### config.mk
export PLATFORM = sky130hd
export DESIGN_NAME = mult_fu
export DESIGN_NICKNAME = d
export VERILOG_FILES = /design/src/rtl/mult_fu_pkg.sv /design/src/rtl/mult_fu_stage.sv /design/src/rtl/mult_fu.sv
export SDC_FILE = /design/constraint.sdc
export NUM_CORES = 2
export LEC_CHECK = 0
export CORE_MARGIN = 3
export CORE_UTILIZATION = 52
export CTS_BUF_LIST = sky130_fd_sc_hd__clkbuf_4
export CTS_CLUSTER_DIAMETER = 50
export DETAILED_ROUTE_END_ITERATION = 16
export GPL_TIMING_DRIVEN = 0
export PLACE_DENSITY_LB_ADDON = 0.05
export SETUP_SLACK_MARGIN = 0.15
export SLEW_MARGIN = 20
export SYNTH_ARGS = -nofsm -noshare
export SYNTH_HDL_FRONTEND = slang
export SYNTH_SLANG_ARGS = --single-unit
export TNS_END_PERCENT = 20
### constraint.sdc
create_clock -name clock -period 8.7 [get_ports clock]
set_input_delay 2.175 -clock clock [delete_from_list [all_inputs] [get_ports clock]]
set_output_delay 2.175 -clock clock [all_outputs]
set_load 0.01 [all_outputs]
### src/rtl/mult_fu_pkg.sv
// Shared types for the multiply functional unit: operation encodings, the issue and CDB
// packets, the per-stage pipeline register and the helpers that prepare and select data.
package sys_defs;

  localparam int XLEN       = 32;
  localparam int PROD_W     = 2 * XLEN;
  localparam int ROB_SZ     = 32;
  localparam int PHYS_REGS  = 64;
  localparam int ROBN_W     = $clog2(ROB_SZ);
  localparam int PRN_W      = $clog2(PHYS_REGS);

  typedef logic [XLEN-1:0]   DATA;
  typedef logic [ROBN_W-1:0] ROBN;
  typedef logic [PRN_W-1:0]  PRN;

  typedef enum logic [1:0] {
    MUL    = 2'h0,
    MULH   = 2'h1,
    MULHSU = 2'h2,
    MULHU  = 2'h3
  } MULT_FUNC;

  typedef struct packed {
    DATA      rs1;
    DATA      rs2;
    MULT_FUNC func;
    ROBN      robn;
    PRN       dest_prn;
  } MULT_ISSUE_PACKET;

  typedef struct packed {
    ROBN robn;
    PRN  dest_prn;
    DATA result;
  } MULT_PACKET;

  // One pipeline register: tag fields ride alongside the partially accumulated product.
  typedef struct packed {
    logic              valid;
    MULT_FUNC          func;
    ROBN               robn;
    PRN                dest_prn;
    logic [PROD_W-1:0] mcand;
    logic [PROD_W-1:0] mplier;
    logic [PROD_W-1:0] acc;
  } MULT_STAGE_REG;

  function automatic logic [PROD_W-1:0] extend_operand(input DATA value, input logic is_signed);
    return is_signed ? {{XLEN{value[XLEN-1]}}, value} : {{XLEN{1'b0}}, value};
  endfunction

  function automatic logic rs1_is_signed(input MULT_FUNC func);
    return (func == MULH) || (func == MULHSU);
  endfunction

  function automatic logic rs2_is_signed(input MULT_FUNC func);
    return func == MULH;
  endfunction

  function automatic DATA select_result(input MULT_FUNC func, input logic [PROD_W-1:0] acc);
    return (func == MUL) ? acc[XLEN-1:0] : acc[PROD_W-1:XLEN];
  endfunction

endpackage

### src/rtl/mult_fu_stage.sv
// One multiply step: adds the partial product for multiplier chunk CHUNK_IDX into the
// accumulator, then registers the result when the downstream chain lets this stage advance.
module mult_stage
  import sys_defs::*;
#(
  parameter int MULT_STAGES = 4,
  parameter int CHUNK_IDX   = 0
) (
  input  logic          clock,
  input  logic          reset,
  input  logic          flush,
  input  logic          advance,
  input  MULT_STAGE_REG stage_in,
  output MULT_STAGE_REG stage_out
);

  localparam int CHUNK_W = PROD_W / MULT_STAGES;
  localparam int SHIFT   = CHUNK_IDX * CHUNK_W;

  logic [PROD_W-1:0] chunk;
  logic [PROD_W-1:0] partial;
  MULT_STAGE_REG     stage_next;

  // NOTE: every variable written here gets a value before any conditional use, so no
  // path leaves it unassigned and no latch is inferred.
  always_comb begin
    stage_next     = stage_in;
    chunk          = PROD_W'(stage_in.mplier[SHIFT +: CHUNK_W]);
    partial        = (stage_in.mcand * chunk) << SHIFT;
    stage_next.acc = stage_in.acc + partial;
  end

  // NOTE: the datapath fields are cleared by reset too, not just valid, so the result
  // bus reads all-zero after reset instead of whatever the flops powered up with.
  always_ff @(posedge clock) begin
    if (reset) begin
      stage_out <= '0;
    end else if (flush) begin
      stage_out.valid <= 1'b0;
    end else if (advance) begin
      stage_out <= stage_next;
    end
  end

endmodule

### src/rtl/mult_fu.sv
// Pipelined RV32M multiply unit: extends operands at issue, accumulates one multiplier
// chunk per stage, and holds the finished product until the CDB takes it.
module mult_fu
  import sys_defs::*;
#(
  parameter int MULT_STAGES = 4
) (
  input  logic             clock,
  input  logic             reset,
  input  logic             squash,
  input  logic             issue_valid,
  input  MULT_ISSUE_PACKET issue_packet,
  output logic             issue_ready,
  input  logic             mult_avail,
  output logic             mult_prepared,
  output MULT_PACKET       mult_packet
);

  MULT_STAGE_REG          issue_stage;
  MULT_STAGE_REG          stage_in [MULT_STAGES];
  MULT_STAGE_REG          stage_q  [MULT_STAGES];
  logic [MULT_STAGES-1:0] adv;
  logic                   adv_carry;

  always_comb begin
    issue_stage          = '0;
    issue_stage.valid    = issue_valid;
    issue_stage.func     = issue_packet.func;
    issue_stage.robn     = issue_packet.robn;
    issue_stage.dest_prn = issue_packet.dest_prn;
    issue_stage.mcand    = extend_operand(issue_packet.rs1, rs1_is_signed(issue_packet.func));
    issue_stage.mplier   = extend_operand(issue_packet.rs2, rs2_is_signed(issue_packet.func));
  end

  // Ready chain, walked from the output back to issue: a stage may load when it is empty
  // or when its own contents move on. An empty last stage always counts as draining.
  // NOTE: adv_carry is a combinational temporary, so it uses blocking assignments and each
  // loop iteration sees the value left by the previous one.
  always_comb begin
    adv       = '0;
    adv_carry = mult_avail;
    for (int k = MULT_STAGES - 1; k >= 0; k--) begin
      adv_carry = adv_carry | ~stage_q[k].valid;
      adv[k]    = adv_carry;
    end
  end

  for (genvar k = 0; k < MULT_STAGES; k++) begin : g_stage
    if (k == 0) begin : g_head
      assign stage_in[k] = issue_stage;
    end else begin : g_body
      assign stage_in[k] = stage_q[k-1];
    end

    mult_stage #(
      .MULT_STAGES (MULT_STAGES),
      .CHUNK_IDX   (k)
    ) u_stage (
      .clock     (clock),
      .reset     (reset),
      .flush     (squash),
      .advance   (adv[k]),
      .stage_in  (stage_in[k]),
      .stage_out (stage_q[k])
    );
  end

  assign issue_ready          = adv[0];
  assign mult_prepared        = stage_q[MULT_STAGES-1].valid;
  assign mult_packet.robn     = stage_q[MULT_STAGES-1].robn;
  assign mult_packet.dest_prn = stage_q[MULT_STAGES-1].dest_prn;
  assign mult_packet.result   = select_result(stage_q[MULT_STAGES-1].func,
                                              stage_q[MULT_STAGES-1].acc);

endmodule
==> run_results.csv <==
group,metric,value,unit
logic_synthesis,ys_seq_area_share,13.0,%
setup_path,slowest_stage,"sky130_fd_sc_hd__fa_1",
cells_and_area,fraction_of_final_layout_cells_with_drive_strength_greater_than_1,10.8,%
setup_path,worst-path-buf-inv,6,
sta,fin_ws,-0.0993,ns
place,dp.final_hpwl,172,mm
job,maxCapViolCount,0,
clock_tree,clock_sinks,412,
place,cell_count_after_placement,9067,
logic_synthesis,yosysTopAreaCellShare,40.3,%
cells_and_area,largest_reg_flops,412,
floorplanning,io_pins,127,
drt,first_iter_violations,3451,
setup_path,worst-endpoint-required,9.53,ns
logic_synthesis,most_area_consuming_cells_after_synthesis,"sky130_fd_sc_hd__fa_1, sky130_fd_sc_hd__dfxtp_1, sky130_fd_sc_hd__nand2_1",
clock_tree,cts_htree_levels,3,
logic_synthesis,synth_cell_type_count,79,
grt,globalRouteOverflowTotal,0,
power,power.total,22.4,mW
sta,finalClockSkew,0.179,ns
place,port-buffer-count,121,
setup_path,crit_family,"adder cells",
floorplanning,core-area,0.121,mm²
logic_synthesis,postSynthRegisterBits,412,
sta,final-max-slew-violation-count,0,
setup_path,timing.critical_path.fanout_max,8,
drt,drtPass1Iterations,8,
cells_and_area,finalNetCount,9433,
cells_and_area,largestRegisters,"g_stage.u_stage.stage_out (412)",
sta,final_min_period_over_clock_period,101,%
sta,timing.final.hold_violations,0,
logic_synthesis,dominantRegCellSynth,"sky130_fd_sc_hd__dfxtp_1",
drt,routedWlPerCell,22.2,µm
logic_synthesis,synth_enable_flop_cells,0,
floorplanning,fp.dieH,356,µm
grt,global_route_wire_length_before_repair,318,mm
drt,routed-via-count,51300,
logic_synthesis,biggest_area_consumer_among_synthesized_cells,"sky130_fd_sc_hd__fa_1",
clock_tree,clk_path_buf_depth,3,
sta,max_freq,0.114,GHz
sta,fin_hold_ws,0.376,ns
cells_and_area,final_cell_count_no_fill,9404,
drt,drc,0,
logic_synthesis,syn_nets,9061,
clock_tree,cts_tree,"yes",
cells_and_area,largest_register_by_flop_count,"g_stage.u_stage.stage_out",
floorplanning,core.rowCount,127,
power,ir_worst_vdd,0.000589,V
sta,slew-limit-headroom,21.8,%
clock_tree,clk_transition_reported_paths,0.07,ns
grt,antenna_found_initial,16,
floorplanning,initial_cell_density_of_the_core,52.7,%
logic_synthesis,synth.cell_area,0.0636,mm²
grt,global_routing_usage_summed_across_all_routing_layers,33.5,%
run_status,outcome,"finished, violations left",
drt,routed_wirelength,209,mm
logic_synthesis,yosysWarnings,0,
logic_synthesis,yosys-top-cells-count,"sky130_fd_sc_hd__nand2_1, sky130_fd_sc_hd__inv_1, sky130_fd_sc_hd__fa_1, sky130_fd_sc_hd__a21oi_1, sky130_fd_sc_hd__dfxtp_1",
setup_path,max_stage_delay,0.56,ns
clock_tree,cts_hold_buf,0,
sta,finalSetupViolCount,3,
logic_synthesis,netlist_instances,7334,
clock_tree,worstSkewPairLatency,1.05,ns
power,cellPowerDensity,312,mW/mm²
drt,detail-route-antenna-nets,0,
min_path,hold_path_startpoint,"g_stage[0].u_stage.stage_out[0]$_SDFFE_PP0P_",
cells_and_area,area_growth,12.9,%
grt,via_count_of_the_first_global_routing_pass,53100,
logic_synthesis,avgSynthCellArea,8.67,µm²
power,static-leakage-power,33.5,nW
setup_path,worst-endpoint-arrival,9.63,ns
setup_path,cp-start-kind,"register",
sta,shortest_clock_period_the_worst_path_allows_after_layout,8.80,ns
setup_path,worst_setup_path_startpoint,"g_stage[0].u_stage.stage_out[134]$_SDFFE_PP0P_",
setup_path,timing_worst_setup_path_type,"register to register",
sta,grt_setup_unrepaired,"yes",
logic_synthesis,most_frequently_used_cell_type_in_the_post_synthesis_netlist,"sky130_fd_sc_hd__nand2_1",
logic_synthesis,share_of_flip_flops_with_an_asynchronous_set_or_reset,0,%
run_status,violations,"setup timing",
grt,pin_count_of_the_biggest_net_entering_global_routing,23,
clock_tree,cts_inserted_buffers,112,
setup_path,r2r_start,"g_stage[0].u_stage.stage_out[134]$_SDFFE_PP0P_",
place,place_congestion,0.967,
floorplanning,fp.dieArea,0.127,mm²
setup_path,setup.worst_path.end_class,"register",
min_path,hold_path_class,"register to register",
clock_tree,cts.root.buffer_cell,"sky130_fd_sc_hd__clkbuf_4",
drt,vias_per_cell,5.45,
sta,worst-slew-pin-transition,1.17,ns
floorplanning,fp.dieW,356,µm
setup_path,critPathMostFrequentCell,"sky130_fd_sc_hd__fa_1",
[what timing repair did]
| action | in CTS | in global routing |
|---|---|---|
| pin swaps | 56 | 110 |
| gates cloned | 1 | 1 |
| resized for setup | 572 | 431 |
| setup endpoints to repair | 79 | 48 |
| setup buffers | 69 | 67 |
| hold endpoints to repair | 0 | 0 |
[kinds of logic (layout without fill, tap and decap cells)]
logic type	Yosys count	after routing	share of synthesized area [%]
AOI/OAI and AO/OA	1009	1009	9.50
xor gates and xnor gates	254	254	3.50
adders and majority gates	1645	1645	47.5
buffers and inverters	1713	2165	10.2
DFF	412	412	13.0
muxes	32	32	0.567
other	0	6	0
and+or+nand+nor	2269	2269	15.8
[per-layer routing]
metal	part of all wire [%]	GRT usage (%)	wire (µm)
met5	0.015	0	32
met4	5.1	13.9	10600
met3	7.3	5.64	15200
met2	47	55.5	98700
met1	40	43.6	84400
[per-stage QoR]
step / setup slack [ns] / instance area (µm²) / TNS [ns] / util [%]
2_1_floorplan: 0.184 / 63600 / 0 / -
3_3_place_gp: -1.94 / 66800 / -94.27 / 55.4
3_5_place_dp: -1.95 / 66800 / -98.68 / 55.4
4_1_cts: -0.00374 / 70500 / -0.00374 / 58.5
5_1_grt: -0.229 / 71800 / -1.25 / 59.5
6_report: -0.0993 / 71800 / -0.247 / 59.6
[power breakdown]
part / internal [mW] / total, mW / switching, mW
Combinational: 7.35 / 18.3 / 11.0
Sequential: 2.15 / 2.35 / 0.201
Clock: 0.840 / 1.74 / 0.897
Total: 10.3 / 22.4 / 12.1
[layout by cell type, fill, tap and decap left out, types with 34 or more instances in the layout]
master	count
sky130_fd_sc_hd__a21o_1	132
sky130_fd_sc_hd__a21oi_1	535
sky130_fd_sc_hd__and2_1	391
sky130_fd_sc_hd__buf_4	163
sky130_fd_sc_hd__clkbuf_1	147
sky130_fd_sc_hd__clkbuf_2	64
sky130_fd_sc_hd__clkbuf_4	208
sky130_fd_sc_hd__clkdlybuf4s50_1	75
sky130_fd_sc_hd__dfxtp_1	382
sky130_fd_sc_hd__fa_1	1254
sky130_fd_sc_hd__ha_1	337
sky130_fd_sc_hd__inv_1	1330
sky130_fd_sc_hd__nand2_1	1517
sky130_fd_sc_hd__nand2b_1	38
sky130_fd_sc_hd__nor2_1	113
sky130_fd_sc_hd__o21a_1	34
sky130_fd_sc_hd__o21ai_0	97
sky130_fd_sc_hd__xnor2_1	174
sky130_fd_sc_hd__xor2_1	59
[tightest hold or removal path, stage by stage, from the launching register on]
cell and delay [ns]:
sky130_fd_sc_hd__dfxtp_1 0.32, sky130_fd_sc_hd__nand2_1 0.06, sky130_fd_sc_hd__a21oi_1 0.05
[area by class of cell]
cell class	count	area, µm²
flip-flops and latches	412	8340
inverters	1353	5090
clock inverters	40	239
plain buffers	359	2510
fillers	11100	48800
clock buffers	154	1160
multi-input cells	5209	50200
repair buffers	259	2240
diodes	6	15.0
well taps	1612	2020
[path summary, 6_finish.rpt]
check,to,slack (ns),cells past startpoint
hold reg to reg,g_stage[1].u_stage.stage_out[0]$_SDFFE_PP0P_,0.38,2
setup / recovery,g_stage[1].u_stage.stage_out[59]$_SDFFE_PP0P_,-0.1,33
setup reg to reg,g_stage[1].u_stage.stage_out[59]$_SDFFE_PP0P_,-0.1,33
hold / removal,g_stage[1].u_stage.stage_out[0]$_SDFFE_PP0P_,0.38,2
Note: power is estimated with default switching activity, not from simulation.
